### config.mk
export PLATFORM = sky130hd
export DESIGN_NAME = csr_bank
export DESIGN_NICKNAME = d
export VERILOG_FILES = /design/src/rtl/csr_bank.sv
export SDC_FILE = /design/constraint.sdc
export NUM_CORES = 1
export LEC_CHECK = 0
export ABC_CLOCK_PERIOD_IN_PS = 7700
export BUFFER_PORTS_ARGS = -buffer_cell sky130_fd_sc_hd__buf_4
export CORE_AREA = 8 8 322 324
export CTS_CLUSTER_DIAMETER = 80
export DETAILED_ROUTE_END_ITERATION = 10
export DIE_AREA = 0 0 330 332
export MAX_ROUTING_LAYER = met4
export SETUP_SLACK_MARGIN = 0.5
export SLEW_MARGIN = 20
export SYNTH_ARGS = -nofsm -noshare
export SYNTH_HDL_FRONTEND = slang
export SYNTH_SLANG_ARGS = --single-unit
### constraint.sdc
create_clock -name clk_i -period 7.7 [get_ports clk_i]
set_clock_uncertainty 0.05 [all_clocks]
set_input_delay 0.385 -clock clk_i [delete_from_list [all_inputs] [get_ports clk_i]]
set_output_delay 0.385 -clock clk_i [all_outputs]
set_load 0.03 [all_outputs]
### src/rtl/csr_bank.sv
// csr_bank: parametrised bank of RW / W1C / RO control-status registers behind a valid/ready port
//
// Ports:
//   clk_i, rst_i   clock, asynchronous active-high reset
//   req_*          software request (valid/ready); write, word address, data, byte strobes
//   rsp_*          software response (valid/ready); read data, address error flag
//   hw_set_i       per-bit set pulses for W1C bits
//   hw_val_i       live values shown through RO bits
//   regs_o         current register image (stored RW/W1C bits, RO bits from hw_val_i)
module csr_bank #(
    parameter int DATA_WIDTH = 32,
    parameter int NUM_REGS   = 8,
    parameter int ADDR_WIDTH = 3,
    parameter logic [NUM_REGS*DATA_WIDTH-1:0] RESET_VAL = '0,
    parameter logic [NUM_REGS*DATA_WIDTH-1:0] RW_MASK   = '1,
    parameter logic [NUM_REGS*DATA_WIDTH-1:0] W1C_MASK  = '0
) (
    input  logic                           clk_i,
    input  logic                           rst_i,
    input  logic                           req_valid_i,
    output logic                           req_ready_o,
    input  logic                           req_write_i,
    input  logic [ADDR_WIDTH-1:0]          req_addr_i,
    input  logic [DATA_WIDTH-1:0]          req_wdata_i,
    input  logic [DATA_WIDTH/8-1:0]        req_strb_i,
    output logic                           rsp_valid_o,
    input  logic                           rsp_ready_i,
    output logic [DATA_WIDTH-1:0]          rsp_rdata_o,
    output logic                           rsp_err_o,
    input  logic [NUM_REGS*DATA_WIDTH-1:0] hw_set_i,
    input  logic [NUM_REGS*DATA_WIDTH-1:0] hw_val_i,
    output logic [NUM_REGS*DATA_WIDTH-1:0] regs_o
);
    localparam int FW = NUM_REGS * DATA_WIDTH;
    localparam int NB = DATA_WIDTH / 8;
    localparam logic [FW-1:0] STORE_MASK = RW_MASK | W1C_MASK;

    if (DATA_WIDTH % 8 != 0) begin : g_bad_width
        $error("csr_bank: DATA_WIDTH must be a multiple of 8");
    end
    if (NUM_REGS < 2 || (2 ** ADDR_WIDTH) < NUM_REGS) begin : g_bad_depth
        $error("csr_bank: NUM_REGS must be >= 2 and fit in ADDR_WIDTH");
    end
    if ((RW_MASK & W1C_MASK) != '0) begin : g_bad_mask
        $error("csr_bank: RW_MASK and W1C_MASK overlap");
    end

    typedef enum logic {IDLE, RESP} state_e;

    state_e                state_q, state_d;
    logic [FW-1:0]         reg_q, reg_d;
    logic [DATA_WIDTH-1:0] rdata_q, rdata_d;
    logic                  err_q, err_d;
    logic                  accept, addr_ok;
    logic [DATA_WIDTH-1:0] lane_mask, rd_val;
    logic [FW-1:0]         wr_en, wdata_rep, image;

    // RO bits are never stored; they always show the live hardware value.
    assign image       = (reg_q & STORE_MASK) | (hw_val_i & ~STORE_MASK);
    assign regs_o      = image;
    assign req_ready_o = state_q == IDLE;
    assign rsp_valid_o = state_q == RESP;
    assign rsp_rdata_o = rdata_q;
    assign rsp_err_o   = err_q;
    assign accept      = req_valid_i && state_q == IDLE;
    assign addr_ok     = 32'(req_addr_i) < NUM_REGS;
    assign wdata_rep   = {NUM_REGS{req_wdata_i}};

    // Address decode: read mux and per-bit write enables (zero for out-of-range addresses).
    always_comb begin
        lane_mask = '0;
        rd_val    = '0;
        wr_en     = '0;
        for (int b = 0; b < NB; b++) lane_mask[b*8 +: 8] = {8{req_strb_i[b]}};
        for (int n = 0; n < NUM_REGS; n++) begin
            if (req_addr_i == ADDR_WIDTH'(n)) begin
                rd_val = image[n*DATA_WIDTH +: DATA_WIDTH];
                wr_en[n*DATA_WIDTH +: DATA_WIDTH] = (accept && req_write_i) ? lane_mask : '0;
            end
        end
    end

    // Next state. The hardware set is applied after the software clear so that set wins;
    // the read path uses the pre-update image so a same-cycle set is not yet visible.
    always_comb begin
        reg_d   = (reg_q & ~(wr_en & RW_MASK)) | (wdata_rep & wr_en & RW_MASK);
        reg_d   = (reg_d & ~(wdata_rep & wr_en & W1C_MASK)) | (hw_set_i & W1C_MASK);
        state_d = state_q;
        rdata_d = rdata_q;
        err_d   = err_q;
        if (accept) begin
            state_d = RESP;
            rdata_d = (addr_ok && !req_write_i) ? rd_val : '0;
            err_d   = !addr_ok;
        end else if (state_q == RESP && rsp_ready_i) begin
            state_d = IDLE;
        end
    end

    always_ff @(posedge clk_i or posedge rst_i) begin
        if (rst_i) begin
            state_q <= IDLE;
            reg_q   <= RESET_VAL;
            rdata_q <= '0;
            err_q   <= 1'b0;
        end else begin
            state_q <= state_d;
            reg_q   <= reg_d;
            rdata_q <= rdata_d;
            err_q   <= err_d;
        end
    end
endmodule

Word-level counts from Yosys, hierarchy flattened
Cells that the tools add are included.

storage, ports and cells
  logic and storage cells = 40
  output and inout bits = 291
  flip-flop bits (word level) = 289

cells by class
  bitwise operators = 5
  eq/ne operators = 7
  muxes and demuxes = 20
  reductions and logical operators = 5

operator list
  cell                                                              count
  32-bit 2-to-1 mux                                                 18
  256-bit bitwise AND                                               2
  256-bit inverter                                                  1
  256-bit bitwise OR                                                1
  3-bit == test (second input constant)                             4
  3-bit by 2-bit == test with 1-bit output (second input constant)  2
  3-bit by 1-bit == test with 1-bit output (second input constant)  1
  1-bit logical AND                                                 3
  3-bit logical NOT                                                 1
  1-bit 2-to-1 mux                                                  2
  2-bit nonzero test                                                1
  1-bit inverter                                                    1

Logic depth before layout (Yosys ltp)
Gate-level depths: netlist of the first run.

  word-level depth = 10
  mapped depth = 7
  depth with buffers taken out = 4

Worst setup path before layout of the first run
No wires, ideal clock.

  kind = reg-to-reg
  start = register state_q, in the netlist rsp_valid_o
  end = register with a tool-made name
  stages on the path, launching flop included = 7
  buffers on the path = 2
  clock period less this slack = 1.814 ns
  arrival = 1.639 ns
  slack = 5.886 ns
  path through = dfrtp_1 -> nor2b_4 -> buf_6 -> and3_1 -> buf_6 -> nand3_4 -> mux2_4

RTL lines
  what                    line  RTL
  from (decl)             50    state_e state_q, state_d;
  from (signal assigned)  107   state_q <= state_d;

==> results of run 1 <==
metal layers:
| layer | share of wire [%] | wire length [um] | global-route usage (%) | vias to the layer above |
|---|---|---|---|---|
| met5 | 0 | 0 | - | - |
| met4 | 3.0 | 1930 | 3.43 | 0 |
| met3 | 13 | 8040 | 6.52 | 75 |
| met2 | 45 | 28400 | 17.7 | 391 |
| met1 | 40 | 25400 | 12.9 | 5085 |
| li1 | - | - | - | 4229 |
metrics by stage:
| step | instances | utilization (%) | hold WS (ns) | setup WS [ns] |
|---|---|---|---|---|
| 3_3_place_gp | 2545 | 17.3 | 0.418 | 4.33 |
| 4_1_cts | 2615 | 18.6 | 0.0225 | 4.94 |
| 2_1_floorplan | 950 | - | 0.431 | 3.43 |
| 6_report | 2619 | 18.6 | 0.0722 | 5.05 |
| 5_1_grt | 2619 | 18.6 | 0.0429 | 4.88 |
| 3_5_place_dp | 2545 | 17.3 | 0.428 | 4.34 |
power breakdown:
| group | internal, mW | total (mW) | switching [mW] |
|---|---|---|---|
| logic | 0.601 | 1.63 | 1.03 |
| registers | 1.77 | 2.00 | 0.225 |
| clock network | 1.04 | 1.76 | 0.720 |
| total | 3.41 | 5.39 | 1.98 |
cell usage after synthesis, types with 13 or more instances:
cell type  count  area [um^2]
o221ai_1      25          219
buf_4         14          105
buf_2         17         85.1
o221a_2       20          225
mux2_2       256         2880
nand2_1       32          120
nor2_2        13         81.3
dfrtp_1      289         7230
o21ai_0       60          300
mux2i_1       60          601
mux2_1        13          146
a21oi_1       19         95.1
placed cells by master, fill, tap and decap left out, types with 19 or more instances in the layout:
master / Yosys / routed
dfrtp_1: 289 / 289
a21oi_1: 19 / 19
mux2i_1: 60 / 60
mux2_2: 256 / 256
o221ai_1: 25 / 25
nand2_1: 32 / 31
o221a_2: 20 / 20
clkbuf_16: 0 / 39
buf_4: 14 / 344
o21ai_0: 60 / 60
final timing paths:
| check | to | slack [ns] | cells after the start |
|---|---|---|---|
| max reg2reg | flop | 5.21 | 4 |
| max | flop | 5.05 | 6 |
| min | flop | 0.07 | 2 |
| min reg2reg | rsp_rdata_o[17]$_DFFE_PP0P_ | 0.44 | 2 |
| max in group asynchronous | async pin | 5.81 | 4 |
| min in group asynchronous | async pin | 0.46 | 3 |
critical path, cell delays in order:
cell and delay, ns:
buf_4 0.28, nor2b_1 0.61, buf_4 0.29, nor2b_1 0.53, nand2_2 0.44, mux2_1 0.43
cell families (layout without fill, tap and decap cells):
logic type	count (synthesis)	after routing	share of synthesized area, %
buffers and inverters	56	423	2.35
other	1	5	0.0285
and+or+nand+nor	109	109	5.76
AOI/OAI and AO/OA	158	158	8.40
muxes	337	337	28.5
DFF	289	289	55.0
area by class of cell:
type / count / share of cell area [%]
inverter: 7 / 0.163
sequential: 289 / 39.3
antenna: 4 / 0.0544
clock inverter: 15 / 0.748
tap: 1298 / 8.82
clock buffer: 53 / 5.97
timing repair buffer: 348 / 14.4
multi-input combinational: 605 / 30.6
timing repair:
item / in CTS / in global routing
buffers inserted: 0 / 0
hold endpoints to repair: 30 / 0
hold buffers: 2 / 0
==> impl_metrics.xml, run 1 <==
<?xml version="1.0" encoding="UTF-8"?>
<metrics>
  <group name="run_status">
    <metric name="run_status" unit="">finished clean</metric>
  </group>
  <group name="finish">
    <metric name="fill_cells" unit="">10900</metric>
    <metric name="final-seq-area" unit="um^2">7230</metric>
    <metric name="area_delta_synth_final" unit="%">39.9</metric>
    <metric name="finish.net_count" unit="">1845</metric>
    <metric name="final_area" unit="um^2">18400</metric>
    <metric name="multiInputGateArea" unit="um^2">5630</metric>
    <metric name="fraction_of_layout_instances_using_a_drive_strength_above_1" unit="%">56.1</metric>
  </group>
  <group name="sta">
    <metric name="max_freq" unit="GHz">0.378</metric>
    <metric name="fin_crit" unit="ns">2.65</metric>
    <metric name="rsz_0062_raised_after_global_routing" unit="">no</metric>
    <metric name="final_max_slew_viol_count" unit="">0</metric>
    <metric name="max_slew_margin" unit="%">28.1</metric>
    <metric name="finalHoldViolations" unit="">0</metric>
    <metric name="finalSetupTns" unit="ns">0</metric>
    <metric name="final-setup-viol-count" unit="">0</metric>
    <metric name="tightest_slew" unit="ns">1.07</metric>
    <metric name="post-route-period-util" unit="%">34.4</metric>
  </group>
  <group name="clock_tree">
    <metric name="ctsLongestPathBuffers" unit="">3</metric>
    <metric name="cts.htree.levels" unit="">2</metric>
    <metric name="latest_clock_arrival_within_the_worst_skew_pair" unit="ns">0.55</metric>
    <metric name="cts_root_buf" unit="">clkbuf_16</metric>
    <metric name="numClockSinks" unit="">289</metric>
    <metric name="numCtsBuffers" unit="">38</metric>
    <metric name="tritoncts" unit="">built</metric>
    <metric name="postCtsResizedCells" unit="">0</metric>
    <metric name="cts.clk_slew.worst_paths" unit="ns">0.06</metric>
  </group>
  <group name="global_route">
    <metric name="first_pass_grt_wire_length" unit="um">87700</metric>
    <metric name="antenna_found_initial" unit="">5</metric>
    <metric name="grt_overflow_total" unit="">0</metric>
    <metric name="grt_max_degree" unit="">133</metric>
    <metric name="grt_pass1_vias" unit="">10600</metric>
    <metric name="total_global_routing_track_utilization" unit="%">11.6</metric>
  </group>
  <group name="route">
    <metric name="vias_per_cell" unit="">3.73</metric>
    <metric name="routed_wl" unit="um">63800</metric>
    <metric name="drc_errors" unit="">0</metric>
    <metric name="drt-pass1-iter-count" unit="">5</metric>
    <metric name="drt.antenna.violating_nets" unit="">0</metric>
    <metric name="num_vias" unit="">9780</metric>
    <metric name="wl_per_cell" unit="um">24.3</metric>
    <metric name="drt_iter0_drc" unit="">497</metric>
  </group>
  <group name="floorplan">
    <metric name="fp.dieH" unit="um">332</metric>
    <metric name="core_area" unit="um^2">99000</metric>
    <metric name="count_of_boundary_i_o_pins" unit="">847</metric>
    <metric name="initial_core_util" unit="%">13.3</metric>
    <metric name="die_w" unit="um">330</metric>
    <metric name="rows" unit="">116</metric>
    <metric name="die_area" unit="um^2">110000</metric>
  </group>
  <group name="power_and_ir_drop">
    <metric name="total_leakage_power" unit="nW">8.52</metric>
    <metric name="p_per_area" unit="nW/um^2">293</metric>
    <metric name="irDropWorstVdd" unit="mV">0.214</metric>
    <metric name="totalPowerFinal" unit="mW">5.39</metric>
  </group>
  <group name="logic_synthesis">
    <metric name="synth_enable_flop_cells" unit="">0</metric>
    <metric name="mappedNetlistNets" unit="">1506</metric>
    <metric name="synthCells" unit="">950</metric>
    <metric name="netlist-cell-type-count" unit="">46</metric>
    <metric name="synth_ff_type" unit="">dfrtp_1</metric>
    <metric name="yosysSeqAreaShare" unit="%">55.0</metric>
    <metric name="syn_area" unit="um^2">13200</metric>
    <metric name="synthArstFlopShare" unit="%">100</metric>
    <metric name="synth_seq_cells" unit="">289</metric>
    <metric name="post_synth.cell_area_avg" unit="um^2">13.9</metric>
    <metric name="synth-warning-count" unit="">0</metric>
  </group>
  <group name="worst_setup_path">
    <metric name="critical_path.max_fanout" unit="">23</metric>
    <metric name="worstSetupStartpoint" unit="">req_addr_i[2]</metric>
    <metric name="cp_data_required_time" unit="ns">8.07</metric>
    <metric name="r2r-start" unit="">rsp_valid_o$_DFFE_PP0P_</metric>
    <metric name="worstPathArrival" unit="ns">3.02</metric>
    <metric name="timing.critical_path.to_type" unit="">flop</metric>
    <metric name="path_class" unit="">primary input to flop</metric>
    <metric name="critPathLaunchType" unit="">primary input</metric>
  </group>
  <group name="job">
    <metric name="drv.max_cap_violation_count" unit="">0</metric>
  </group>
  <group name="worst_hold_path">
    <metric name="worstHoldPathType" unit="">primary input to flop</metric>
    <metric name="hold_path.startpoint" unit="">req_wdata_i[14]</metric>
  </group>
  <group name="placement">
    <metric name="gpl.final_weighted_congestion" unit="">0.815</metric>
    <metric name="port_buffers" unit="">333</metric>
    <metric name="detailed_place.area" unit="um^2">17100</metric>
    <metric name="place.detailed.hpwl" unit="um">48400</metric>
  </group>
</metrics>
No activity file was read; power rests on OpenSTA's default activity.
==> inputs of run 2 (changes only) <==
--- a/config.mk
+++ b/config.mk
@@ -5,12 +5,13 @@
 export SDC_FILE = /design/constraint.sdc
 export NUM_CORES = 1
 export LEC_CHECK = 0
-export ABC_CLOCK_PERIOD_IN_PS = 7700
+export ABC_AREA = 1
+export ABC_CLOCK_PERIOD_IN_PS = 2700
 export BUFFER_PORTS_ARGS = -buffer_cell sky130_fd_sc_hd__buf_4
-export CORE_AREA = 8 8 322 324
+export CORE_AREA = 8 8 324 326
 export CTS_CLUSTER_DIAMETER = 80
 export DETAILED_ROUTE_END_ITERATION = 10
-export DIE_AREA = 0 0 330 332
+export DIE_AREA = 0 0 332 334
 export MAX_ROUTING_LAYER = met4
 export SETUP_SLACK_MARGIN = 0.5
 export SLEW_MARGIN = 20
==> constraint.sdc (replaced) <==
create_clock -name clk_i -period 2.7 [get_ports clk_i]
set_clock_uncertainty 0.05 [all_clocks]
set_input_delay 0.135 -clock clk_i [delete_from_list [all_inputs] [get_ports clk_i]]
set_output_delay 0.135 -clock clk_i [all_outputs]
set_load 0.03 [all_outputs]
==> impl_metrics.xml, run 2 <==
<?xml version="1.0" encoding="UTF-8"?>
<metrics>
  <group name="run_status">
    <metric name="run_status" unit="">finished clean</metric>
  </group>
  <group name="sta">
    <metric name="finalSetupTns" unit="ns">0</metric>
    <metric name="final-setup-viol-count" unit="">0</metric>
    <metric name="post-route-period-util" unit="%">76.5</metric>
    <metric name="max_slew_margin" unit="%">39.9</metric>
    <metric name="final_max_slew_viol_count" unit="">0</metric>
    <metric name="fin_crit" unit="ns">2.07</metric>
    <metric name="finalHoldViolations" unit="">0</metric>
    <metric name="rsz_0062_raised_after_global_routing" unit="">yes</metric>
    <metric name="max_freq" unit="GHz">0.484</metric>
    <metric name="tightest_slew" unit="ns">0.902</metric>
  </group>
  <group name="finish">
    <metric name="fraction_of_layout_instances_using_a_drive_strength_above_1" unit="%">25.7</metric>
    <metric name="layout_common_cells" unit="">nand2_1, buf_4, dfrtp_1, o21ai_0, nor2_1</metric>
    <metric name="area_delta_synth_final" unit="%">47.5</metric>
    <metric name="antenna_cells" unit="">0</metric>
    <metric name="final_area" unit="um^2">18500</metric>
    <metric name="postLayoutCoreUtil" unit="%">18.5</metric>
    <metric name="finish.net_count" unit="">2454</metric>
    <metric name="fill_cells" unit="">11200</metric>
    <metric name="final_common_cell" unit="">nand2_1</metric>
    <metric name="number_of_non_filler_instances_in_the_completed_layout" unit="">3220</metric>
  </group>
  <group name="clock_tree">
    <metric name="latest_clock_arrival_within_the_worst_skew_pair" unit="ns">0.55</metric>
    <metric name="cts.htree.levels" unit="">2</metric>
    <metric name="numClockSinks" unit="">289</metric>
    <metric name="cts_root_buf" unit="">clkbuf_16</metric>
    <metric name="tritoncts" unit="">built</metric>
    <metric name="cts.clk_slew.worst_paths" unit="ns">0.06</metric>
    <metric name="numCtsBuffers" unit="">34</metric>
    <metric name="ctsLongestPathBuffers" unit="">3</metric>
    <metric name="cts.repair_timing.setup_buffer_count" unit="">0</metric>
  </group>
  <group name="global_route">
    <metric name="grt_pass1_vias" unit="">12200</metric>
    <metric name="grt_max_degree" unit="">60</metric>
    <metric name="grt_overflow_total" unit="">0</metric>
    <metric name="antenna_found_initial" unit="">3</metric>
    <metric name="first_pass_grt_wire_length" unit="um">92400</metric>
    <metric name="total_global_routing_track_utilization" unit="%">11.8</metric>
  </group>
  <group name="worst_setup_path">
    <metric name="worstPathArrival" unit="ns">2.46</metric>
    <metric name="timing.critical_path.to_type" unit="">flop</metric>
    <metric name="cp_data_required_time" unit="ns">3.09</metric>
    <metric name="critPathLaunchType" unit="">flop</metric>
    <metric name="critical_path.max_fanout" unit="">16</metric>
    <metric name="path_class" unit="">flop to flop</metric>
  </group>
  <group name="job">
    <metric name="drv.max_cap_violation_count" unit="">0</metric>
  </group>
  <group name="placement">
    <metric name="detailed_place.area" unit="um^2">16900</metric>
    <metric name="placed_cells_incl_taps" unit="">3126</metric>
    <metric name="gpl.final_weighted_congestion" unit="">0.851</metric>
    <metric name="place.detailed.hpwl" unit="um">52000</metric>
    <metric name="port_buffers" unit="">333</metric>
  </group>
  <group name="floorplan">
    <metric name="die_w" unit="um">332</metric>
    <metric name="rows" unit="">116</metric>
    <metric name="count_of_boundary_i_o_pins" unit="">847</metric>
    <metric name="core_area" unit="um^2">99600</metric>
    <metric name="fp.dieH" unit="um">334</metric>
    <metric name="initial_core_util" unit="%">12.6</metric>
    <metric name="die_area" unit="um^2">111000</metric>
  </group>
  <group name="route">
    <metric name="drt_iter0_drc" unit="">774</metric>
    <metric name="vias_per_cell" unit="">3.78</metric>
    <metric name="drc_errors" unit="">0</metric>
    <metric name="routed_wl" unit="um">66500</metric>
    <metric name="wl_per_cell" unit="um">20.7</metric>
    <metric name="num_vias" unit="">12200</metric>
    <metric name="drt.antenna.violating_nets" unit="">0</metric>
    <metric name="drt-pass1-iter-count" unit="">6</metric>
  </group>
  <group name="logic_synthesis">
    <metric name="synth_ff_type" unit="">dfrtp_1</metric>
    <metric name="post_synth.cell_area_avg" unit="um^2">8.29</metric>
    <metric name="netlist-cell-type-count" unit="">19</metric>
    <metric name="synth_top_cells_by_area" unit="">dfrtp_1, nand2_1, o21ai_0</metric>
    <metric name="synthCells" unit="">1509</metric>
    <metric name="syn_area" unit="um^2">12500</metric>
    <metric name="netlist.top_cell.by_area" unit="">dfrtp_1</metric>
    <metric name="post-synth-top-count-cell" unit="">nand2_1</metric>
    <metric name="synth_commonest_cells" unit="">nand2_1, dfrtp_1, o21ai_0</metric>
    <metric name="synth_seq_cells" unit="">289</metric>
    <metric name="synthArstFlopShare" unit="%">100</metric>
    <metric name="mappedNetlistNets" unit="">2065</metric>
    <metric name="yosysSeqAreaShare" unit="%">57.8</metric>
    <metric name="synth-warning-count" unit="">0</metric>
    <metric name="yosys.area.top_type_share" unit="%">57.8</metric>
    <metric name="synth_enable_flop_cells" unit="">0</metric>
  </group>
  <group name="worst_hold_path">
    <metric name="worstHoldPathType" unit="">primary input to flop</metric>
  </group>
  <group name="power_and_ir_drop">
    <metric name="total_leakage_power" unit="nW">8.88</metric>
    <metric name="power_switching" unit="mW">6.39</metric>
    <metric name="clkPwrFrac" unit="%">31.1</metric>
    <metric name="share_seq_of_total_power" unit="%">36.5</metric>
    <metric name="comb_power_share" unit="%">32.4</metric>
    <metric name="p_int" unit="mW">9.97</metric>
    <metric name="power.switching_fraction" unit="%">39.0</metric>
    <metric name="irDropWorstVdd" unit="mV">0.577</metric>
    <metric name="p_per_area" unit="nW/um^2">886</metric>
  </group>
</metrics>
## run 2: routing by layer
layer / up-vias / track usage [%] / part of all wire (%)
li1: 5640 / - / -
met1: 5904 / 14.3 / 42
met2: 530 / 17.2 / 42
met3: 103 / 4.73 / 11
met4: 0 / 5.09 / 4.7
met5: - / - / 0
## run 2: stage by stage
stage	setup WS [ns]	hold WS, ns	power, mW
detailed placement	0.387	0.283	11.4
global route	0.445	0.0404	17.1
CTS	0.488	0.101	16.6
finish	0.634	0.0438	16.4
global placement	0.415	0.281	11.3
floorplan	-1.32	0.197	8.63
## run 2: cell type report
class / count / area [um^2] / area share [%]
Timing Repair Buffer: 422 / 3330 / 18.0
Sequential cell: 289 / 7230 / 39.2
Tap cell: 1298 / 1620 / 8.80
Clock buffer: 47 / 1000 / 5.42
Multi-Input combinational cell: 1039 / 4640 / 25.1
Clock inverter: 13 / 220 / 1.19
Inverter: 112 / 424 / 2.30
## run 2: power groups by stage
stage	registers [mW]	logic (mW)	clock network, mW
CTS	5.97	5.41	5.22
finish	5.98	5.30	5.09
global route	6.09	5.69	5.35
global placement	6.00	5.33	0
detailed placement	6.03	5.36	0
floorplan	7.56	1.07	0
## run 2: what timing repair did
| action | CTS | global route |
|---|---|---|
| hold buffers | 34 | 0 |
| setup endpoints to repair | 9 | 64 |
| hold endpoints to repair | 255 | 0 |
| gates resized for setup | 2 | 9 |
## run 2: kinds of logic (layout without fill, tap and decap cells)
family	count (synthesis)	after routing	share of synthesized area, %
buffers and inverters	181	594	5.80
other	1	1	0.0300
AND/OR/NAND/NOR	727	727	24.0
AO/OA/AOI/OAI	311	311	12.4
flip-flops	289	289	57.8
## run 2: worst paths after layout
kind / slack (ns) / cells after the start / to / start
worst min-delay path: 0.04 / 4 / flop / req_strb_i[1]
worst min register to register: 0.43 / 2 / rsp_rdata_o[4]$_DFFE_PP0P_ / rsp_rdata_o[4]$_DFFE_PP0P_
min in group asynchronous: 0.26 / 3 / async pin / rst_i
worst max register to register: 0.63 / 7 / flop / rsp_valid_o$_DFFE_PP0P_
worst max-delay path: 0.63 / 7 / flop / rsp_valid_o$_DFFE_PP0P_
max in group asynchronous: 1.53 / 4 / async pin / rst_i
## run 2: critical path: stages, from the launching register on
cell	delay [ns]
dfrtp_1	0.38
inv_1	0.12
nand2_2	0.09
nor2_4	0.18
nand2_2	0.23
inv_1	0.19
nand2_1	0.38
o21ai_0	0.31
==> inputs of run 3 (changes only) <==
--- a/config.mk
+++ b/config.mk
@@ -5,13 +5,13 @@
 export SDC_FILE = /design/constraint.sdc
 export NUM_CORES = 1
 export LEC_CHECK = 0
-export ABC_AREA = 1
-export ABC_CLOCK_PERIOD_IN_PS = 2700
+export ABC_AREA = 0
+export ABC_CLOCK_PERIOD_IN_PS = 1700
 export BUFFER_PORTS_ARGS = -buffer_cell sky130_fd_sc_hd__buf_4
-export CORE_AREA = 8 8 324 326
+export CORE_AREA = 8 8 322 324
 export CTS_CLUSTER_DIAMETER = 80
 export DETAILED_ROUTE_END_ITERATION = 10
-export DIE_AREA = 0 0 332 334
+export DIE_AREA = 0 0 330 332
 export MAX_ROUTING_LAYER = met4
 export SETUP_SLACK_MARGIN = 0.5
 export SLEW_MARGIN = 20
==> constraint.sdc (replaced) <==
create_clock -name clk_i -period 1.7 [get_ports clk_i]
set_clock_uncertainty 0.05 [all_clocks]
set_input_delay 0.085 -clock clk_i [delete_from_list [all_inputs] [get_ports clk_i]]
set_output_delay 0.085 -clock clk_i [all_outputs]
set_load 0.03 [all_outputs]
==> impl_metrics.xml, run 3 (same netlist as run 1, synthesis figures left out) <==
<?xml version="1.0" encoding="UTF-8"?>
<metrics>
  <group name="finish">
    <metric name="finish.net_count" unit="">2034</metric>
    <metric name="fraction_of_layout_instances_using_a_drive_strength_above_1" unit="%">61.2</metric>
    <metric name="postLayoutCoreUtil" unit="%">21.7</metric>
    <metric name="multiInputGateArea" unit="um^2">6010</metric>
    <metric name="fill_cells" unit="">10700</metric>
    <metric name="final_area" unit="um^2">21500</metric>
    <metric name="final-seq-area" unit="um^2">7240</metric>
    <metric name="layout_common_cells" unit="">buf_4, dfrtp_1, mux2_2, buf_6, mux2_4</metric>
    <metric name="final_common_cell" unit="">buf_4</metric>
    <metric name="area_delta_synth_final" unit="%">63.1</metric>
  </group>
  <group name="power_and_ir_drop">
    <metric name="irDropWorstVdd" unit="mV">0.838</metric>
    <metric name="p_per_area" unit="nW/um^2">1220</metric>
    <metric name="total_leakage_power" unit="nW">9.92</metric>
  </group>
  <group name="global_route">
    <metric name="antenna_found_initial" unit="">4</metric>
    <metric name="grt_max_degree" unit="">52</metric>
    <metric name="total_global_routing_track_utilization" unit="%">12.0</metric>
    <metric name="first_pass_grt_wire_length" unit="um">91900</metric>
    <metric name="grt_overflow_total" unit="">0</metric>
    <metric name="grt_pass1_vias" unit="">11600</metric>
  </group>
  <group name="clock_tree">
    <metric name="numClockSinks" unit="">289</metric>
    <metric name="ctsLongestPathBuffers" unit="">3</metric>
    <metric name="cts.htree.levels" unit="">2</metric>
    <metric name="cts.clk_slew.worst_paths" unit="ns">0.06</metric>
    <metric name="cts_root_buf" unit="">clkbuf_16</metric>
    <metric name="tritoncts" unit="">built</metric>
    <metric name="latest_clock_arrival_within_the_worst_skew_pair" unit="ns">0.55</metric>
    <metric name="numCtsBuffers" unit="">36</metric>
  </group>
  <group name="sta">
    <metric name="setup_slack" unit="ns">-0.101</metric>
    <metric name="final-setup-viol-count" unit="">90</metric>
    <metric name="max_slew_margin" unit="%">55.8</metric>
    <metric name="final_max_slew_viol_count" unit="">0</metric>
    <metric name="rsz_0062_raised_after_global_routing" unit="">yes</metric>
    <metric name="tightest_slew" unit="ns">0.660</metric>
    <metric name="finalHoldViolations" unit="">0</metric>
    <metric name="max_freq" unit="GHz">0.555</metric>
    <metric name="post-route-period-util" unit="%">106</metric>
    <metric name="fin_crit" unit="ns">1.80</metric>
  </group>
  <group name="route">
    <metric name="routed_wl" unit="um">66000</metric>
    <metric name="drt_iter0_drc" unit="">548</metric>
    <metric name="drt-pass1-iter-count" unit="">4</metric>
    <metric name="drt.antenna.violating_nets" unit="">0</metric>
    <metric name="vias_per_cell" unit="">3.82</metric>
    <metric name="wl_per_cell" unit="um">23.6</metric>
    <metric name="drc_errors" unit="">0</metric>
    <metric name="num_vias" unit="">10700</metric>
  </group>
  <group name="floorplan">
    <metric name="die_area" unit="um^2">110000</metric>
    <metric name="core_area" unit="um^2">99000</metric>
    <metric name="count_of_boundary_i_o_pins" unit="">847</metric>
    <metric name="rows" unit="">116</metric>
    <metric name="fp.dieH" unit="um">332</metric>
    <metric name="initial_core_util" unit="%">13.3</metric>
    <metric name="die_w" unit="um">330</metric>
  </group>
  <group name="worst_setup_path">
    <metric name="critical_path.max_fanout" unit="">11</metric>
    <metric name="cp_data_required_time" unit="ns">2.06</metric>
    <metric name="critPathBufInv" unit="">2</metric>
    <metric name="cpLargestDelayFamily" unit="">simple AND/OR/NAND/NOR gates</metric>
    <metric name="path_class" unit="">flop to flop</metric>
    <metric name="timing.critical_path.slowest_stage_cell" unit="">dfrtp_1</metric>
    <metric name="worstPathArrival" unit="ns">2.16</metric>
    <metric name="critPathLaunchType" unit="">flop</metric>
    <metric name="worst_path_largest_cell_delay" unit="ns">0.40</metric>
    <metric name="timing.critical_path.to_type" unit="">flop</metric>
    <metric name="critical_path.most_common_cell" unit="">buf_12</metric>
    <metric name="timing.critical_path.cells" unit="">nor2b_4 -&gt; buf_12 -&gt; and3_4 -&gt; buf_12 -&gt; nand3_4 -&gt; mux2_4</metric>
  </group>
  <group name="run_status">
    <metric name="failed_checks" unit="">setup timing</metric>
    <metric name="run_status" unit="">finished, violations left</metric>
  </group>
  <group name="placement">
    <metric name="place.detailed.hpwl" unit="um">51000</metric>
    <metric name="detailed_place.area" unit="um^2">18400</metric>
    <metric name="gpl.final_weighted_congestion" unit="">0.856</metric>
    <metric name="port_buffers" unit="">333</metric>
  </group>
  <group name="job">
    <metric name="drv.max_cap_violation_count" unit="">0</metric>
  </group>
  <group name="worst_hold_path">
    <metric name="worstHoldPathType" unit="">primary input to flop</metric>
  </group>
</metrics>
-- run 3: power by group --
part,total [mW],switching [mW],internal (mW)
clock,8.39,3.09,5.30
sequential,9.11,1.08,8.04
combinational,8.74,4.99,3.74
total,26.2,9.16,17.1
-- run 3: tightest hold or removal path, stage by stage --
cell and delay (ns):
buf_4 0.12, nand2_8 0.09, buf_12 0.16, o21ai_2 0.10
-- run 3: final cells by class --
cell class | instances | share of cell area [%]
clock buffer | 49 | 4.95
tap | 1298 | 7.57
multi-input combinational | 605 | 28.0
clock inverter | 12 | 1.18
timing repair buffer | 539 | 24.4
inverter | 7 | 0.152
antenna | 2 | 0.0233
sequential | 289 | 33.7
-- run 3: path summary, 6_finish.rpt --
kind                            slack, ns                        from  depth (start not counted)                         end
worst max-delay path                -0.10     rsp_valid_o$_DFFE_PP0P_                          6                        flop
worst min-delay path                 0.04                 req_valid_i                          4     rsp_valid_o$_DFFE_PP0P_
worst max register to register      -0.10     rsp_valid_o$_DFFE_PP0P_                          6                        flop
worst min register to register       0.44  rsp_rdata_o[7]$_DFFE_PP0P_                          2  rsp_rdata_o[7]$_DFFE_PP0P_
max in group asynchronous            0.72                       rst_i                          5                   async pin
min in group asynchronous            0.05                       rst_i                          3                   async pin
-- run 3: repair_timing --
item / 4_1_cts / 5_1_grt
endpoints found under the hold margin: 349 / 0
endpoints found under the setup margin: 579 / 578
gates resized for setup: 195 / 27
hold buffers: 34 / 0
buffers inserted: 65 / 1
pin swaps: 17 / 8
cloned: 4 / 0
-- run 3: layer usage --
metal  up-vias  GRT usage, %  share of wire [%]
li1       4607             -                  -
met1      5543          13.9                 40
met2       440          18.1                 45
met3        97          6.12                 12
met4         0          3.47                3.1
met5         -             -                  0
-- run 3: per-stage QoR --
step / setup TNS (ns) / total power, mW / std cells / hold WS, ns / setup WS [ns]
after global placement: -6.08 / 17.0 / 2634 / 0.0509 / -0.119
final: -2.60 / 26.2 / 2801 / 0.0438 / -0.101
after CTS: -3.11 / 26.5 / 2798 / 0.00930 / -0.0878
after floorplan: -663.10 / 13.0 / 950 / 0.131 / -2.27
after global routing: -8.50 / 27.4 / 2801 / 0.0193 / -0.125
after detailed placement: -8.61 / 17.0 / 2634 / 0.0540 / -0.119
